<file path="src/rtl/uart_tx_fifo.sv">
// -----------------------------------------------------------------------------
// uart_tx_fifo
//   UART transmitter fed by an internal transmit FIFO. Words written by the CPU
//   are queued and framed as: start bit, DATA_BITS payload bits (LSB first),
//   optional parity bit, STOP_BITS stop bits. Each bit lasts CLK_DIV clocks.
//   While the FIFO holds data, frames are sent back-to-back with no idle gap.
//
// Optional feature:
//   `define UART_TX_PARITY_EN adds a PARITY state and parameter PARITY_ODD
//   (0 = even parity, 1 = odd parity). Without the macro no parity logic exists.
//
// Ports:
//   clk       in   system clock, rising edge
//   rst_n     in   asynchronous active-low reset
//   wr_en     in   write strobe, one word per cycle
//   wr_data   in   word to enqueue [DATA_BITS]
//   full      out  FIFO holds FIFO_DEPTH words
//   empty     out  FIFO holds no words
//   level     out  FIFO occupancy 0..FIFO_DEPTH [CW]
//   busy      out  a frame is being shifted out
//   overflow  out  sticky, set when a write is dropped
//   ovf_clr   in   write-1 pulse clearing overflow (a same-cycle set wins)
//   uart_tx   out  serial line, idles high
// -----------------------------------------------------------------------------
module uart_tx_fifo #(
  parameter int CLK_DIV    = 4,
  parameter int DATA_BITS  = 8,
  parameter int STOP_BITS  = 1,
  parameter int FIFO_DEPTH = 4,
`ifdef UART_TX_PARITY_EN
  parameter bit PARITY_ODD = 1'b0,
`endif
  localparam int CW = $clog2(FIFO_DEPTH) + 1
) (
  input  logic                 clk,
  input  logic                 rst_n,
  input  logic                 wr_en,
  input  logic [DATA_BITS-1:0] wr_data,
  output logic                 full,
  output logic                 empty,
  output logic [CW-1:0]        level,
  output logic                 busy,
  output logic                 overflow,
  input  logic                 ovf_clr,
  output logic                 uart_tx
);

  localparam int AW  = $clog2(FIFO_DEPTH);
  localparam int BDW = (CLK_DIV > 2) ? $clog2(CLK_DIV) : 1;
  localparam int BCW = $clog2(DATA_BITS + 1);

  localparam logic [BDW-1:0] BAUD_LAST = BDW'(CLK_DIV - 1);
  localparam logic [BCW-1:0] DATA_LAST = BCW'(DATA_BITS - 1);
  localparam logic [BCW-1:0] STOP_LAST = BCW'(STOP_BITS - 1);
  localparam logic [CW-1:0]  DEPTH_CNT = CW'(FIFO_DEPTH);

  typedef enum logic [2:0] {
    S_IDLE,
    S_START,
    S_DATA,
    S_STOP
`ifdef UART_TX_PARITY_EN
    , S_PARITY
`endif
  } state_t;

  // ---------------------------------------------------------------------------
  // FIFO
  // ---------------------------------------------------------------------------
  logic [DATA_BITS-1:0] mem [FIFO_DEPTH];
  logic [CW-1:0]        wr_ptr, rd_ptr;
  logic [CW-1:0]        wr_ptr_d, rd_ptr_d, level_d;
  logic                 push, pop;
  logic [DATA_BITS-1:0] head;

  assign push = wr_en && !full;
  assign head = mem[rd_ptr[AW-1:0]];

  // Flags are registered from the next pointer values so they line up with the
  // pointers on every edge; the extra pointer MSB separates full from empty.
  always_comb begin
    wr_ptr_d = push ? wr_ptr + CW'(1) : wr_ptr;
    rd_ptr_d = pop  ? rd_ptr + CW'(1) : rd_ptr;
    level_d  = wr_ptr_d - rd_ptr_d;
  end

  // NOTE: every clocked block uses non-blocking assignments so all flops sample
  // the pre-edge values and the result does not depend on evaluation order.
  always_ff @(posedge clk or negedge rst_n) begin
    if (!rst_n) begin
      wr_ptr <= '0;
      rd_ptr <= '0;
      level  <= '0;
      full   <= 1'b0;
      empty  <= 1'b1;
    end else begin
      wr_ptr <= wr_ptr_d;
      rd_ptr <= rd_ptr_d;
      level  <= level_d;
      full   <= (level_d == DEPTH_CNT);
      empty  <= (level_d == '0);
    end
  end

  // NOTE: the storage array has no reset; the pointers alone decide which
  // entries are valid, so resetting them discards the contents.
  always_ff @(posedge clk) begin
    if (push) mem[wr_ptr[AW-1:0]] <= wr_data;
  end

  // A dropped write sets the flag even if the clear pulse arrives together.
  always_ff @(posedge clk or negedge rst_n) begin
    if (!rst_n)              overflow <= 1'b0;
    else if (wr_en && full)  overflow <= 1'b1;
    else if (ovf_clr)        overflow <= 1'b0;
  end

  // ---------------------------------------------------------------------------
  // Transmit FSM
  // ---------------------------------------------------------------------------
  state_t               state, state_d;
  logic [BDW-1:0]       baud_cnt, baud_d;
  logic [BCW-1:0]       bit_cnt, bit_d;
  logic [DATA_BITS-1:0] shift_q, shift_d;
  logic                 tx_q, tx_d;
  logic                 baud_last;
`ifdef UART_TX_PARITY_EN
  logic                 par_q, par_d;
`endif

  assign baud_last = (baud_cnt == BAUD_LAST);

  // tx_d is the line value for the cycle after the edge, so uart_tx comes
  // straight from a flop and falls on the same edge that pops the word.
  // NOTE: every output of this block is given a default first so no path can
  // leave one unassigned and infer a latch.
  always_comb begin
    state_d = state;
    baud_d  = baud_cnt;
    bit_d   = bit_cnt;
    shift_d = shift_q;
    tx_d    = tx_q;
    pop     = 1'b0;
`ifdef UART_TX_PARITY_EN
    par_d   = par_q;
`endif

    if (state != S_IDLE) baud_d = baud_last ? '0 : baud_cnt + BDW'(1);

    case (state)
      S_IDLE: begin
        if (!empty) pop = 1'b1;
      end

      S_START: begin
        if (baud_last) begin
          bit_d   = '0;
          tx_d    = shift_q[0];
          state_d = S_DATA;
        end
      end

      S_DATA: begin
        if (baud_last) begin
          if (bit_cnt == DATA_LAST) begin
            bit_d   = '0;
`ifdef UART_TX_PARITY_EN
            tx_d    = par_q;
            state_d = S_PARITY;
`else
            tx_d    = 1'b1;
            state_d = S_STOP;
`endif
          end else begin
            bit_d   = bit_cnt + BCW'(1);
            tx_d    = shift_q[1];
            shift_d = {1'b0, shift_q[DATA_BITS-1:1]};
          end
        end
      end

`ifdef UART_TX_PARITY_EN
      S_PARITY: begin
        if (baud_last) begin
          bit_d   = '0;
          tx_d    = 1'b1;
          state_d = S_STOP;
        end
      end
`endif

      S_STOP: begin
        if (baud_last) begin
          if (bit_cnt == STOP_LAST) begin
            bit_d = '0;
            if (!empty) pop = 1'b1;
            else        state_d = S_IDLE;
          end else begin
            bit_d = bit_cnt + BCW'(1);
          end
        end
      end

      default: begin
        tx_d    = 1'b1;
        state_d = S_IDLE;
      end
    endcase

    // Popping loads the next frame and starts it without an idle cycle.
    if (pop) begin
      shift_d = head;
      baud_d  = '0;
      bit_d   = '0;
      tx_d    = 1'b0;
      state_d = S_START;
`ifdef UART_TX_PARITY_EN
      par_d   = (^head) ^ PARITY_ODD;
`endif
    end
  end

  always_ff @(posedge clk or negedge rst_n) begin
    if (!rst_n) begin
      state    <= S_IDLE;
      baud_cnt <= '0;
      bit_cnt  <= '0;
      shift_q  <= '0;
      tx_q     <= 1'b1;
`ifdef UART_TX_PARITY_EN
      par_q    <= 1'b0;
`endif
    end else begin
      state    <= state_d;
      baud_cnt <= baud_d;
      bit_cnt  <= bit_d;
      shift_q  <= shift_d;
      tx_q     <= tx_d;
`ifdef UART_TX_PARITY_EN
      par_q    <= par_d;
`endif
    end
  end

  assign uart_tx = tx_q;
  assign busy    = (state != S_IDLE);

endmodule

</file>
<file path="config.mk">
export PLATFORM = sky130hd
export DESIGN_NAME = uart_tx_fifo
export DESIGN_NICKNAME = d
export VERILOG_FILES = /design/src/rtl/uart_tx_fifo.sv
export SDC_FILE = /design/constraint.sdc
export NUM_CORES = 1
export LEC_CHECK = 0
export ABC_AREA = 1
export ABC_CLOCK_PERIOD_IN_PS = 6750
export BUFFER_PORTS_ARGS = -buffer_cell sky130_fd_sc_hd__buf_2
export CAP_MARGIN = 20
export CORE_ASPECT_RATIO = 0.6
export CORE_UTILIZATION = 60
export DETAILED_ROUTE_END_ITERATION = 6
export PLACE_DENSITY_LB_ADDON = 0.05
export SYNTH_ARGS = -nofsm -noshare
export SYNTH_HDL_FRONTEND = slang
export SYNTH_SLANG_ARGS = --single-unit
</file>
<file path="constraint.sdc">
create_clock -name clk -period 6.75 [get_ports clk]
set_input_delay 1.35 -clock clk [delete_from_list [all_inputs] [get_ports clk]]
set_output_delay 1.35 -clock clk [all_outputs]
set_load 0.02 [all_outputs]
</file>
==> results.toml <==
[cells_and_area]
seq_area_um2 = 1690
num-fill-cells = 308
layout.nets = 325
syn2layout_area_growth_pct = 11.6
layout-drive-gt1-share_pct = 12.8
diodes = 0
multi_input_area_um2 = 916

[detailed_routing]
antenna_left = 0
drc = 0
via_per_inst = 5.26
wl_per_cell_um = 13.8
drt_iter0_markers = 113
vias = 1914
first_pass_iters = 5
routed_wl_um = 5040

[cts]
htree_levels = 3
cts_tree = "done"
cts_resized = 0
clock_sinks = 61
cts_buffers = 9
clkTransAtPathRegs_ns = 0.07
cts_hold_buf = 0
cts_buffer_depth = 2
clockRootBuffer = "clkbuf_8"
clk_latency_ns = 0.33
post-cts-setup-buffers = 0

[placement]
port_buffers = 19
dp_hpwl_um = 3480
gp_congestion = 0.815

[critical_path]
reg2reg_depth = 10
arrival_ns = 3.17
worstSetupPathType = "reg2reg"
crit_fanout = 30
r2r_start = "state[0]$_DFFE_PN0P_"
rrSetupSlack_ns = 3.84
r2r-end = "empty$_DFF_PN1_"
cp-start-kind = "flip-flop"
end_kind = "flip-flop"
worst_ep_required_time_ns = 7.01

[synth]
yosysTopAreaCell = "edfxtp_1"
synth_cells = 274
ys_types = 24
synth_enable_flop_cells = 32
yosys.area.top_type_share_pct = 34.5
syn_area_um2 = 2790
avgSynthCellArea_um2 = 10.2
async_flop_share_pct = 47.5
yosysWarnings = 0
synthFlopType = "edfxtp_1"
yosysSeqAreaShare_pct = 60.6
synthTopCellsByArea = "edfxtp_1 34%, dfrtp_1 24%, nand2_1 6.2%, ha_1 5.8%, inv_1 5.2%"
synth_nets = 300
ys_ff_latch = 61

[die]
dieArea_um2 = 4930
initial_utilization_pct = 65.2
die_y_um = 54.8
rows = 18
die_w_um = 90.0
core_um2 = 4280
ios = 20

[sta]
finalMaxSlewViolations = 0
hold_viol = 0
finalSetupViolations = 0
period_share_pct = 43.1
period_minus_slack_ns = 2.91
tns_ns = 0
relSlewSlack_pct = 43.6
tightest_slew_ns = 0.843
rsz0062_at_grt = "false"
max_freq_mhz = 344
finalClockSkew_ns = 0.00818
holdWs_ns = 0.493

[run_status]
status = "completed"

[min_path]
holdPathEnd = "uart_tx$_DFFE_PN1P_"
hp-class = "reg2reg"
min_from = "uart_tx$_DFFE_PN1P_"
holdPathStages = 2

[pwr]
leakage_uw = 0.00140
ir_drop_uv = 266
power-per-cell-area_nw_per_um2 = 500

[grt]
grt_pass1_vias = 1791
grt_pass1_wl_um = 8540
grtUsageTotal_pct = 24.0
antenna_found_initial = 0
grt_overflow_total = 0
grt_max_degree = 31

[job]
maxCapViolations = 0
==> power breakdown <==
group | switching [µW] | internal [µW] | total [µW]
Clock | 134 | 177 | 311
Combinational | 425 | 228 | 653
Sequential | 72.8 | 519 | 592
Total | 631 | 925 | 1560
==> routing by layer <==
layer  global-route usage [%]  up-vias  routed length (µm)
met5                        0        -                   0
met4                     7.26        0                  34
met3                     8.06        7                 311
met2                     36.9       45                2180
met1                     33.1      894                2510
li1                         -      968                   -
==> sequential cells by signal, indices dropped and copies added (netlist names) <==
signal,cells
wr_ptr,3
baud_cnt,2
overflow,1
rd_ptr,3
uart_tx,1
shift_q,8
state,2
level,3
bit_cnt,4
full,1
empty,1
mem,32
==> cell type report <==
type | count | share of cell area (%)
multi-input combinational | 169 | 29.4
inverter | 39 | 4.70
timing repair buffer | 19 | 3.05
sequential | 61 | 54.3
clock buffer | 11 | 4.54
tap | 60 | 2.41
clock inverter | 5 | 1.61
==> critical path: stages, from the launching register on <==
cell and delay [ns]:
dfrtp_1 0.40, inv_1 0.09, ha_1 0.37, nor2_1 0.20, nand2_2 0.35, xor2_1 0.27, ha_1 0.22, inv_1 0.07
fa_1 0.41, or2_2 0.32, nor2_1 0.14
==> placed cells by master (no fill, tap or decap), types with 2 or more instances in the layout <==
| cell type | instances |
|---|---|
| ha_1 | 13 |
| or2_2 | 2 |
| buf_2 | 19 |
| clkinv_1 | 2 |
| dfstp_2 | 2 |
| edfxtp_1 | 32 |
| nand2_1 | 46 |
| o211ai_1 | 5 |
| dfrtp_1 | 27 |
| o22ai_1 | 8 |
| xor2_1 | 2 |
| nand3_1 | 15 |
| nand4_1 | 2 |
| inv_1 | 39 |
| clkbuf_8 | 10 |
| o21ai_0 | 26 |
| nand2_2 | 2 |
| a21oi_1 | 8 |
| nor2_1 | 29 |
| o21ai_1 | 6 |
==> kinds of logic after synthesis <==
family / after synthesis / share of synthesized area [%]
XOR/XNOR: 3 / 0.942
AO/OA/AOI/OAI: 54 / 10.6
AND/OR/NAND/NOR: 98 / 14.8
adder cells (fa/ha/maj): 14 / 6.55
buffers and inverters: 44 / 6.59
flip-flops: 61 / 60.6
==> cell usage after synthesis (5+ instances only) <==
library cell	instances
nand2_1	46
inv_1	39
edfxtp_1	32
nor2_1	29
dfrtp_1	27
o21ai_0	26
nand3_1	15
ha_1	13
a21oi_1	8
o22ai_1	8
o21ai_1	6
o211ai_1	5
==> per-stage QoR <==
| stage | instance area, µm² | utilization, % | setup slack [ns] | std cells | power [µW] |
|---|---|---|---|---|---|
| 3_3_place_gp | 2920 | 68.3 | 3.75 | 348 | 1220 |
| 3_5_place_dp | 2920 | 68.3 | 3.69 | 348 | 1250 |
| 6_report | 3110 | 72.7 | 3.84 | 364 | 1560 |
| 5_1_grt | 3110 | 72.7 | 3.54 | 364 | 1700 |
| 4_1_cts | 3110 | 72.7 | 3.81 | 364 | 1570 |
| 2_1_floorplan | 2790 | - | 3.95 | 274 | 1100 |
==> how the worst max path moves through the flow <==
stage	from	endpoint	slack, ns	cells after the start
finish	state[0]$_DFFE_PN0P_	empty$_DFF_PN1_	3.84	10
detailed placement	wr_en	empty$_DFF_PN1_	3.69	13
CTS	state[0]$_DFFE_PN0P_	empty$_DFF_PN1_	3.81	10
global placement	wr_en	full$_DFF_PN0_	3.75	8
global route	state[0]$_DFFE_PN0P_	empty$_DFF_PN1_	3.54	15
floorplan	wr_en	full$_DFF_PN0_	3.95	7
Note: power is estimated with default switching activity, not from simulation.
